## src/rtl/fifo_stream_reader.sv

```systemverilog
// fifo_stream_reader: read-side companion to async_fifo in the rd_clk domain.
// Issues FIFO reads, catches the 1-cycle-latency data in a small skid buffer
// and re-presents it as a valid/ready stream, with an optional
// incrementing-sequence checker for bring-up and burst tests.
module fifo_stream_reader #(
  parameter int unsigned DATA_LEN    = 16,
  parameter int unsigned BUF_DEPTH   = 4,
  parameter int unsigned COUNT_WIDTH = 32
) (
  input  logic                   rd_clk,
  input  logic                   reset,
  input  logic                   fifo_empty,
  input  logic [DATA_LEN-1:0]    fifo_data,
  output logic                   read_en,
  output logic                   m_valid,
  input  logic                   m_ready,
  output logic [DATA_LEN-1:0]    m_data,
  input  logic                   seq_check_en,
  output logic                   seq_error,
  output logic [COUNT_WIDTH-1:0] err_index,
  output logic [COUNT_WIDTH-1:0] word_count
);

  localparam int unsigned PTR_W = (BUF_DEPTH > 1) ? $clog2(BUF_DEPTH) : 1;
  localparam int unsigned CNT_W = PTR_W + 1;
  localparam int unsigned OCC_W = CNT_W + 1;

  typedef enum logic [1:0] {
    IDLE  = 2'd0,
    SYNC  = 2'd1,
    CHECK = 2'd2
  } seq_state_t;

  logic [DATA_LEN-1:0] buf_mem [BUF_DEPTH];
  logic [PTR_W-1:0]    head_ptr;
  logic [PTR_W-1:0]    tail_ptr;
  logic [CNT_W-1:0]    buf_count;
  logic                inflight;
  logic [OCC_W-1:0]    occupancy;
  logic                push;
  logic                pop;
  seq_state_t          seq_state;
  logic [DATA_LEN-1:0] expected;

  // Reads are throttled on registered occupancy only, so m_ready never reaches read_en.
  assign occupancy = OCC_W'(buf_count) + OCC_W'(inflight);
  assign read_en   = !reset && !fifo_empty && (occupancy < OCC_W'(BUF_DEPTH));

  // Returned FIFO word lands in the buffer the cycle after its read; stream pops on handshake.
  assign push    = inflight;
  assign m_valid = (buf_count != '0);
  assign pop     = m_valid && m_ready;
  assign m_data  = m_valid ? buf_mem[head_ptr] : '0;

  // Skid buffer storage; occupancy gating guarantees a free slot for every push.
  always_ff @(posedge rd_clk) begin
    if (push) begin
      buf_mem[tail_ptr] <= fifo_data;
    end
  end

  // Pointers, occupancy, in-flight flag and accepted-word counter.
  always_ff @(posedge rd_clk) begin
    if (reset) begin
      head_ptr   <= '0;
      tail_ptr   <= '0;
      buf_count  <= '0;
      inflight   <= 1'b0;
      word_count <= '0;
    end else begin
      inflight <= read_en;
      if (push) begin
        tail_ptr <= tail_ptr + PTR_W'(1);
      end
      if (pop) begin
        head_ptr   <= head_ptr + PTR_W'(1);
        word_count <= word_count + COUNT_WIDTH'(1);
      end
      case ({push, pop})
        2'b10:   buf_count <= buf_count + CNT_W'(1);
        2'b01:   buf_count <= buf_count - CNT_W'(1);
        default: buf_count <= buf_count;
      endcase
    end
  end

  // Sequence checker: sync on the first accepted word, then flag the first break in +1 order.
  always_ff @(posedge rd_clk) begin
    if (reset) begin
      seq_state <= IDLE;
      expected  <= '0;
      seq_error <= 1'b0;
      err_index <= '0;
    end else if (!seq_check_en) begin
      seq_state <= IDLE;
    end else begin
      case (seq_state)
        IDLE: begin
          seq_state <= SYNC;
        end
        SYNC: begin
          if (pop) begin
            expected  <= m_data + DATA_LEN'(1);
            seq_state <= CHECK;
          end
        end
        CHECK: begin
          if (pop) begin
            if ((m_data != expected) && !seq_error) begin
              seq_error <= 1'b1;
              err_index <= word_count;
            end
            expected <= m_data + DATA_LEN'(1);
          end
        end
        default: begin
          seq_state <= IDLE;
        end
      endcase
    end
  end

endmodule

```

## config.mk

```make
export PLATFORM = sky130hd
export DESIGN_NAME = fifo_stream_reader
export DESIGN_NICKNAME = d
export VERILOG_FILES = /design/src/rtl/fifo_stream_reader.sv
export SDC_FILE = /design/constraint.sdc
export NUM_CORES = 1
export LEC_CHECK = 0
export CORE_ASPECT_RATIO = 1.1
export CORE_MARGIN = 3
export CORE_UTILIZATION = 40
export CTS_BUF_LIST = sky130_fd_sc_hd__clkbuf_4 sky130_fd_sc_hd__clkbuf_8 sky130_fd_sc_hd__clkbuf_16
export DETAILED_ROUTE_END_ITERATION = 6
export HOLD_SLACK_MARGIN = 0.12
export REMOVE_ABC_BUFFERS = 1
export SETUP_SLACK_MARGIN = 0.4
export SLEW_MARGIN = 30
export SYNTH_ARGS = -nofsm -noshare
export SYNTH_HDL_FRONTEND = slang
export SYNTH_SLANG_ARGS = --single-unit
```

## constraint.sdc

```tcl
create_clock -name rd_clk -period 3.5 [get_ports rd_clk]
set_input_delay 0.35 -clock rd_clk [delete_from_list [all_inputs] [get_ports rd_clk]]
set_output_delay 0.35 -clock rd_clk [all_outputs]
set_load 0.005 [all_outputs]
```

==> results.yml <==
outcome:
  status: "complete, no violations"
synth:
  yosys.area.top_type: "edfxtp_1"
  synth_cells: 827
  ys_types: 55
  synthTopCellsByArea: "edfxtp_1, dfxtp_1, o211ai_2, nand2_1, mux4_2"
  yosys_warnings: 0
  seq_area_frac_synth: 0.4559
  synth_top_area_frac: 0.2316
  synthFlopType: "dfxtp_1"
  synth_edf_count: 64
  synth_area_sq_mm: 0.008299
  ys_ff_latch: 157
  synthArstFlopShare: 0
  syn_avg_cell_area_sq_um: 10.04
worst_setup_path:
  path_max_fanout: 32
  cp_num_buf_inv: 2
  crit_slowest_cell: "mux4_2"
  cp-end-kind: "flop"
  arrival_ns: 3.23
  worstSetupPathType: "flop to flop"
  crit_chain: "buf_6, mux4_2, a22o_1, o31ai_4, o2111ai_2, buf_4, o41ai_1, o211ai_2"
  crit_family: "compound AO/OA/AOI/OAI gates"
  critPathLaunchType: "flop"
  crit_required_ns: 3.79
  slowest_delay_ns: 0.54
drt:
  ant_nets: 0
  drt_wl_total_um: 22830
  post_drt_wl_per_cell_um: 19.33
  vias_per_cell: 5.735
  vias: 6773
  first_pass_iters: 5
  initialDrtViolationCount: 555
  route.detailed.drc: 0
timing:
  hold_violations: 0
  max_slew.worst_pin.slew_ns: 0.8438
  tns_ns: 0
  fin_ws_ns: 0.5659
  finalSetupViolCount: 0
  fmax_mhz: 340.8
  rsz0062_at_grt: "false"
  relSlewSlack: 0.4375
  finalCriticalPeriod_ns: 2.934
  finClkSkew_ns: 0.01016
  holdWs_ns: 0.3424
  report.final.slew_viol_count: 0
  fin_crit_sh: 0.8383
floorplanning:
  io_pins: 104
  die_w_um: 143.3
  initial_core_util: 0.4122
  core_sq_mm: 0.02013
  dieHeight_um: 157.1
  die-area_sq_mm: 0.02251
  num_rows: 54
finish:
  layout-drive-gt1-share: 0.1292
  fin_util: 0.5116
  layout_common_cells: "clkdlybuf4s50_1, nand2_1, dfxtp_1"
  n_antenna_cell: 0
  fin_area_sq_mm: 0.01030
  synthToLayoutAreaGrowth_pct: 24.12
  num-nets-final: 949
  layout_commonest_cell: "clkdlybuf4s50_1"
  nFillCells: 1834
clocking:
  clkTransAtPathRegs_ns: 0.07
  clock_sinks: 157
  numCtsBuffers: 17
  cts_root_buf: "clkbuf_16"
  cts.hold.buffers_added: 0
  postCtsSetupBuffers: 0
  clock_latency_ns: 0.43
  clockBufferDepth: 2
  tritoncts: "built"
  htreeDepth: 4
grt:
  grt_pass1_wl_um: 36290
  grt_pass1_vias: 6505
  overflow: 0
  antenna_found_initial: 0
  grt_max_degree: 56
  track_usage: 0.2040
pwr:
  leakagePower_nw: 3.375
  power_density_mw_per_mm2: 654.4
  ir_drop_uv: 513.3
placement:
  place_area_sq_mm: 0.009585
  port_buffers: 103
  gp_congestion: 0.9072
  place_ws_ns: 0.3447
  dp_hpwl_um: 14970
min_path:
  hp-class: "primary input to flop"
run:
  maxCapViolations: 0
-- report_power, final --
part           switching [W]  total, W  internal, W
Clock               0.000829   0.00205      0.00122
Combinational        0.00176   0.00262     0.000864
Sequential         0.0000826   0.00207      0.00198
Total                0.00267   0.00674      0.00407
-- Yosys cell counts, types with 2 or more instances --
library cell and instances:
xnor2_1 30, nor3_1 14, nor4_1 11, o211ai_1 2, or3_1 5, edfxtp_1 64
o41ai_1 32, mux4_2 13, or4_1 3, buf_6 5, a22oi_1 6, o211ai_2 30
and4_1 4, and2_1 41, a211oi_1 12, xor2_1 16, clkbuf_1 42, buf_4 4
nand3b_1 2, and3_1 5, ha_1 11, o21ai_0 10, inv_1 28, o31ai_2 2
nor2_1 65, nand2b_1 3, a21o_1 33, dfxtp_1 93, a32oi_1 3, buf_1 2
nand3_1 25, nand2_1 93, nor2b_1 7, buf_2 6, a21oi_1 12, nand4_1 40
mux2_2 5, o22ai_1 5, mux2i_1 27
-- final timing paths --
check	startpoint	endpoint	slack [ns]	cells after the start
worst max-delay path	flop	err_index[24]	0.57	8
worst min-delay path	reset	word_count[4]	0.34	2
worst max register to register	flop	err_index[24]	0.57	8
worst min register to register	expected[3]	expected[3]	0.50	2
-- registers in the layout, indices dropped and copies added (netlist names), named ones only --
register,cells
buf_count,3
buf_mem,64
err_index,32
expected,16
head_ptr,2
inflight,1
seq_error,1
seq_state,2
tail_ptr,2
word_count,32
-- final cells by class --
class                      count  area [sq um]  area share
multi-input combinational    582          4169      0.4047
sequential                   157          3787      0.3677
timing repair buffer         129          1274      0.1236
clock buffer                  17         425.4     0.04130
tap                          252         315.3     0.03061
clock inverter                15         221.5     0.02150
inverter                      29         108.9     0.01057
-- cell families after synthesis --
| group | synth area share |
|---|---|
| XOR/XNOR | 0.04854 |
| multiplexers | 0.07463 |
| AND/OR/NAND/NOR | 0.1918 |
| adder cells (fa/ha/maj) | 0.01900 |
| AO/OA/AOI/OAI | 0.1631 |
| flip-flops | 0.4559 |
| buffers and inverters | 0.04704 |
-- per-layer routing --
metal	up-vias	routed length [um]	global-route usage	part of all wire
li1	3239	-	-	-
met1	3287	10400	0.2727	0.46
met2	211	10820	0.3377	0.47
met3	36	1146	0.03099	0.050
met4	0	467	0.07354	0.020
met5	-	0	0	0
-- metrics by stage --
step,total power (W),std cells
after floorplan,0.003405,768
after global placement,0.004504,1148
after detailed placement,0.004513,1148
after CTS,0.006599,1180
after global routing,0.007041,1181
final,0.006741,1181
-- repair_timing --
action	4_1_cts	5_1_grt
pin swaps	0	2
setup endpoints to repair	33	37
resized for setup	2	7
gates cloned	0	1
No activity file was read; power rests on OpenSTA's default activity.
